==> config.mk <==
export PLATFORM = sky130hd
export DESIGN_NAME = arm_bus_bridge
export DESIGN_NICKNAME = d
export VERILOG_FILES = /design/src/rtl/arm_bus_bridge.sv
export SDC_FILE = /design/constraint.sdc
export NUM_CORES = 1
export LEC_CHECK = 0
export BUFFER_PORTS_ARGS = -buffer_cell sky130_fd_sc_hd__buf_2
export CAP_MARGIN = 20
export CORE_UTILIZATION = 45
export CTS_CLUSTER_SIZE = 20
export DETAILED_ROUTE_END_ITERATION = 8
export PLACE_DENSITY = 0.82
export SLEW_MARGIN = 30
export SYNTH_ARGS = -nofsm -noshare
export SYNTH_HDL_FRONTEND = slang
export SYNTH_SLANG_ARGS = --single-unit
==> constraint.sdc <==
create_clock -name clk -period 12.75 [get_ports clk]
set_input_delay 0.6375 -clock clk [delete_from_list [all_inputs] [get_ports clk]]
set_output_delay 0.6375 -clock clk [all_outputs]
set_load 0.02 [all_outputs]
==> src/rtl/arm_bus_bridge.sv <==
// ARM asynchronous bus to register-file bridge.
// Every raw ARM/CPLD input is synchronized into the clk domain. A strobe start is
// a synchronized falling edge of rs_n or ws_n with as high. Starts are turned
// into single-cycle reg_rd/reg_wr requests, and read data is returned on arm_d_out.
// Optional feature: define ARM_BUS_TIMEOUT_EN to abort transactions whose strobe
// stays asserted for TIMEOUT_CYC cycles; this sets a sticky timeout_err.
module arm_bus_bridge #(
    parameter int unsigned SYNC_STAGES = 2,
    parameter int unsigned TIMEOUT_CYC = 255
) (
    input  logic        clk,
    input  logic        rst,
    input  logic [23:0] arm_a,
    input  logic [31:0] arm_d_in,
    input  logic [3:0]  arm_be_n,
    input  logic        cpld_rs_n,
    input  logic        cpld_ws_n,
    input  logic        cpld_as,
    output logic [23:0] reg_addr,
    output logic [31:0] reg_wdata,
    output logic [3:0]  reg_be,
    output logic        reg_wr,
    output logic        reg_rd,
    input  logic [31:0] reg_rdata,
    input  logic        reg_rvalid,
    output logic [31:0] arm_d_out,
    output logic        arm_d_oe,
    output logic        busy,
    output logic        timeout_err
);

    // Elaboration-time legality checks on the configuration.
    if (SYNC_STAGES < 2 || SYNC_STAGES > 4) begin : g_bad_sync
        $error("arm_bus_bridge: SYNC_STAGES must be 2..4");
    end
    if (TIMEOUT_CYC < 4 || TIMEOUT_CYC > 65535) begin : g_bad_tmo
        $error("arm_bus_bridge: TIMEOUT_CYC must be 4..65535");
    end

    typedef enum logic [1:0] {
        StIdle,
        StRdWait,
        StRdHold,
        StWrHold
    } state_t;

    state_t state;

    logic [23:0]            a_sync  [SYNC_STAGES];
    logic [31:0]            d_sync  [SYNC_STAGES];
    logic [3:0]             be_sync [SYNC_STAGES];
    logic [SYNC_STAGES-1:0] rs_sync;
    logic [SYNC_STAGES-1:0] ws_sync;
    logic [SYNC_STAGES-1:0] as_sync;
    logic [SYNC_STAGES-1:0] settle;

    logic [23:0] a_s;
    logic [31:0] d_s;
    logic [3:0]  be_s;
    logic        rs_s;
    logic        ws_s;
    logic        as_s;
    logic        sync_valid;
    logic        rs_prev;
    logic        ws_prev;
    logic        rd_start;
    logic        wr_start;
    logic        tmo_hit;

    // Synchronizer chains; control strobes reset to their idle levels.
    always_ff @(posedge clk or posedge rst) begin
        if (rst) begin
            for (int i = 0; i < SYNC_STAGES; i++) begin
                a_sync[i]  <= '0;
                d_sync[i]  <= '0;
                be_sync[i] <= '0;
            end
            rs_sync <= '1;
            ws_sync <= '1;
            as_sync <= '0;
        end else begin
            a_sync[0]  <= arm_a;
            d_sync[0]  <= arm_d_in;
            be_sync[0] <= arm_be_n;
            for (int i = 1; i < SYNC_STAGES; i++) begin
                a_sync[i]  <= a_sync[i-1];
                d_sync[i]  <= d_sync[i-1];
                be_sync[i] <= be_sync[i-1];
            end
            rs_sync <= {rs_sync[SYNC_STAGES-2:0], cpld_rs_n};
            ws_sync <= {ws_sync[SYNC_STAGES-2:0], cpld_ws_n};
            as_sync <= {as_sync[SYNC_STAGES-2:0], cpld_as};
        end
    end

    assign a_s  = a_sync[SYNC_STAGES-1];
    assign d_s  = d_sync[SYNC_STAGES-1];
    assign be_s = be_sync[SYNC_STAGES-1];
    assign rs_s = rs_sync[SYNC_STAGES-1];
    assign ws_s = ws_sync[SYNC_STAGES-1];
    assign as_s = as_sync[SYNC_STAGES-1];

    // Tracks when the chains have flushed their reset values and show real inputs.
    always_ff @(posedge clk or posedge rst) begin
        if (rst) begin
            settle <= '0;
        end else begin
            settle <= {settle[SYNC_STAGES-2:0], 1'b1};
        end
    end

    assign sync_valid = settle[SYNC_STAGES-1];

    // Previous strobe levels; held low until the chains flush so that a strobe
    // already low when reset releases never looks like a fresh falling edge.
    always_ff @(posedge clk or posedge rst) begin
        if (rst) begin
            rs_prev <= 1'b0;
            ws_prev <= 1'b0;
        end else begin
            rs_prev <= sync_valid & rs_s;
            ws_prev <= sync_valid & ws_s;
        end
    end

    assign rd_start = rs_prev & ~rs_s & as_s;
    assign wr_start = ws_prev & ~ws_s & as_s;

    // Transaction FSM with registered request pulses and read-data drive.
    always_ff @(posedge clk or posedge rst) begin
        if (rst) begin
            state     <= StIdle;
            reg_addr  <= '0;
            reg_wdata <= '0;
            reg_be    <= '0;
            reg_wr    <= 1'b0;
            reg_rd    <= 1'b0;
            arm_d_out <= '0;
            arm_d_oe  <= 1'b0;
        end else begin
            reg_wr <= 1'b0;
            reg_rd <= 1'b0;
            if (tmo_hit) begin
                state    <= StIdle;
                arm_d_oe <= 1'b0;
            end else begin
                case (state)
                    StIdle: begin
                        // Coincident read and write starts are ambiguous: drop both.
                        if (wr_start && !rd_start) begin
                            reg_addr  <= a_s;
                            reg_wdata <= d_s;
                            reg_be    <= ~be_s;
                            reg_wr    <= 1'b1;
                            state     <= StWrHold;
                        end else if (rd_start && !wr_start) begin
                            reg_addr <= a_s;
                            reg_rd   <= 1'b1;
                            state    <= StRdWait;
                        end
                    end
                    StRdWait: begin
                        if (reg_rvalid) begin
                            arm_d_out <= reg_rdata;
                            arm_d_oe  <= 1'b1;
                            state     <= StRdHold;
                        end
                    end
                    StRdHold: begin
                        if (rs_s || !as_s) begin
                            arm_d_oe <= 1'b0;
                            state    <= StIdle;
                        end
                    end
                    StWrHold: begin
                        if (ws_s) begin
                            state <= StIdle;
                        end
                    end
                    default: begin
                        arm_d_oe <= 1'b0;
                        state    <= StIdle;
                    end
                endcase
            end
        end
    end

    assign busy = (state != StIdle);

`ifdef ARM_BUS_TIMEOUT_EN
    localparam logic [15:0] TMO_LAST = 16'(TIMEOUT_CYC - 1);

    logic [15:0] tmo_cnt;
    logic        tmo_err;

    // Counts cycles spent outside IDLE; restarts on every return to IDLE.
    always_ff @(posedge clk or posedge rst) begin
        if (rst) begin
            tmo_cnt <= '0;
        end else if (state == StIdle || tmo_hit) begin
            tmo_cnt <= '0;
        end else begin
            tmo_cnt <= tmo_cnt + 16'd1;
        end
    end

    assign tmo_hit = (state != StIdle) && (tmo_cnt == TMO_LAST);

    // Sticky abort flag, cleared only by reset.
    always_ff @(posedge clk or posedge rst) begin
        if (rst) begin
            tmo_err <= 1'b0;
        end else if (tmo_hit) begin
            tmo_err <= 1'b1;
        end
    end

    assign timeout_err = tmo_err;
`else
    assign tmo_hit     = 1'b0;
    assign timeout_err = 1'b0;
`endif

endmodule

==> impl_metrics.ini <==
[synth]
syn_avg_cell_area_um2 = 19.6
syn-cell-area_mm2 = 0.00712
ys_types = 24
synthCells = 364
yosysSeqAreaShare_pct = 79.8
synth-seq-cells = 227
synth_warnings = 0
syn_nets = 464

[die]
die_h_um = 128
coreArea_mm2 = 0.0153
rows = 45
dieArea_mm2 = 0.0163
initial_core_util_pct = 46.5
ios = 195
die_w_um = 128

[sta]
max_slew.worst_pin.slew_ns = 0.792
setup_violations = 0
slew-limit-headroom_pct = 47.2
max_freq_mhz = 421
fin_worst_skew_ns = 0.00732
setup_ws_ns = 10.37
timing.final.crit_share_pct = 18.6
grt_setup_unrepaired = no
finalHoldViolCount = 0
setup-tns-final_ns = 0
period_minus_slack_ns = 2.38
drv_slew = 0

[drt]
drtIter0Drc = 138
antenna_left = 0
drt_wl_total_um = 12200
firstDrtPassIters = 4
avgViaCountPerCell = 4.53
drc = 0
wl_per_cell_um = 15.3
dr_total_vias = 3612

[outcome]
outcome = completed

[clocking]
ctsHoldBuffers = 0
cts_resized = 0
cts_tree = done
post-cts-setup-buffers = 0
cts_root_buf = clkbuf_16
cts-buffers-inserted = 22
clk_transition_reported_paths_ns = 0.06
cts_buffer_depth = 3
clock_latency_ns = 0.49
htreeDepth = 1
cts_sinks = 227

[layout]
syn_to_final_growth_pct = 26.6
regArea_mm2 = 0.00569
mostFrequentLayoutCells = dfrtp_1, buf_2, mux2_2
final_area_mm2 = 0.00902
final_common_cell = dfrtp_1
multi_input_area_mm2 = 0.00131
antennaDiodeCount = 0
fill_cells = 1179
layout-drive-gt1-share_pct = 55.6
fin_nets = 673

[global_routing]
grt_max_degree = 139
first_global_vias = 3896
gr-total-overflow = 0
grt_antenna_before_repair = 1
grt_use_total_pct = 15.1
grt_pass1_wl_um = 19400

[pwr]
power.density_mw_per_mm2 = 227
total_power_mw = 2.04
p_leak_nw = 4.51
ir_worst_vdd_mv = 0.133

[job]
cap_violations = 0

[placement]
dpl.hpwl_um = 8240
numPortBuffers = 193
place_congestion = 0.690
place_area_mm2 = 0.00828
dp_slack_ns = 10.34

[hold_path]
hp-class = input port to asynchronous set/reset pin

[setup_path]
cp.arrival_ns = 2.75
crit_family = simple AND/OR/NAND/NOR gates
critPathRequiredTime_ns = 13.12
endpoint_kind = flip-flop
slowest_delay_ns = 0.57
cp-start-kind = flip-flop
path_class = flip-flop to flip-flop
reg2reg_from = rs_sync[1]
critPathSlowestCell = nor3_4
critPathMaxFanout = 15
path_cells = nor2b_1 -> nand2_1 -> inv_1 -> ha_1 -> nor3_4 -> buf_6 -> mux2_2
cp-startpoint = rs_sync[1]
critPathBufInv = 2
[per-stage QoR]
stage	hold slack (ns)	instances	util, %
finish	0.210	797	58.9
detailed placement	0.335	760	54.1
global placement	0.332	759	54.0
CTS	0.222	797	58.8
global route	0.218	797	58.9
floorplan	0.331	364	-
[path summary, 6_finish.rpt]
check,end,slack [ns],depth (start not counted)
worst max register to register,reg_addr[21],10.37,7
max in group asynchronous,arm_d_out[17],11.22,3
min in group clk,d_sync[44],0.25,1
worst min register to register,settle[1],0.35,0
worst min-delay path,reg_wdata[23],0.21,2
worst max-delay path,reg_addr[21],10.37,7
[registers in the layout, indices dropped and copies added, names as in the netlist]
name and count:
a_s 24, a_sync 24, arm_d_oe 1, arm_d_out 32
as_sync 2, be_s 4, be_sync 4, d_s 32
d_sync 32, reg_addr 24, reg_be 4, reg_rd 1
reg_wdata 32, reg_wr 1, rs_prev 1, rs_sync 2
settle 2, state 2, ws_prev 1, ws_sync 2
[routing by layer]
| layer | up-vias | wire length, um | track usage [%] | part of all wire [%] |
|---|---|---|---|---|
| li1 | 1624 | - | - | - |
| met1 | 1828 | 4930 | 19.4 | 40 |
| met2 | 129 | 6010 | 24.4 | 49 |
| met3 | 29 | 964 | 4.97 | 7.9 |
| met4 | 2 | 290 | 4.57 | 2.4 |
| met5 | - | 10 | 0 | 0.082 |
[worst register-to-register path, stage by stage (launching register included)]
cell     delay [ns]
dfstp_2        0.52
nor2b_1        0.06
nand2_1        0.10
inv_1          0.05
ha_1           0.31
nor3_4         0.57
buf_6          0.28
mux2_2         0.36
[final cells by class]
type	instances	area share, %
Inverter	6	0.389
Clock inverter	7	0.999
Multi-Input combinational cell	120	14.5
Timing Repair Buffer	196	11.0
Sequential cell	227	63.0
Tap cell	211	2.93
Clock buffer	30	7.12
[kinds of logic (layout without fill, tap and decap cells)]
kind of cell	Yosys count	after routing	share of synthesized area, %
DFF	227	227	79.8
AOI/OAI and AO/OA	10	10	0.825
other	2	2	0.105
and+or+nand+nor	18	18	1.37
adders and majority gates	2	2	0.351
buffers and inverters	17	239	2.00
muxes	88	88	15.5
[power by group]
part           switching (mW)  internal (mW)  leakage, nW
logic                   0.263          0.200         1.47
registers              0.0724          0.862         2.68
clock network           0.254          0.391        0.356
total                   0.589           1.45         4.51
[cells in the mapped netlist]
| library cell | count | area [um2] |
|---|---|---|
| dfstp_2 | 4 | 105 |
| conb_1 | 2 | 7.51 |
| buf_4 | 3 | 22.5 |
| mux2_2 | 57 | 642 |
| o21ai_0 | 6 | 30.0 |
| and3_1 | 1 | 6.26 |
| and2_1 | 2 | 12.5 |
| o21bai_1 | 1 | 7.51 |
| nor2_1 | 1 | 3.75 |
| dfrtp_1 | 223 | 5580 |
| nand2_1 | 8 | 30.0 |
| a32oi_1 | 1 | 8.76 |
| ha_1 | 2 | 25.0 |
| a21o_1 | 1 | 7.51 |
| buf_6 | 2 | 22.5 |
| buf_2 | 3 | 15.0 |
| mux2_4 | 31 | 465 |
| inv_1 | 6 | 22.5 |
| nor3_2 | 1 | 10.0 |
| nand3b_1 | 1 | 7.51 |
| nor2b_1 | 3 | 18.8 |
| buf_12 | 3 | 60.1 |
| a21oi_1 | 1 | 5.00 |
| or3b_1 | 1 | 8.76 |
Power figures use the tool's default switching activity.
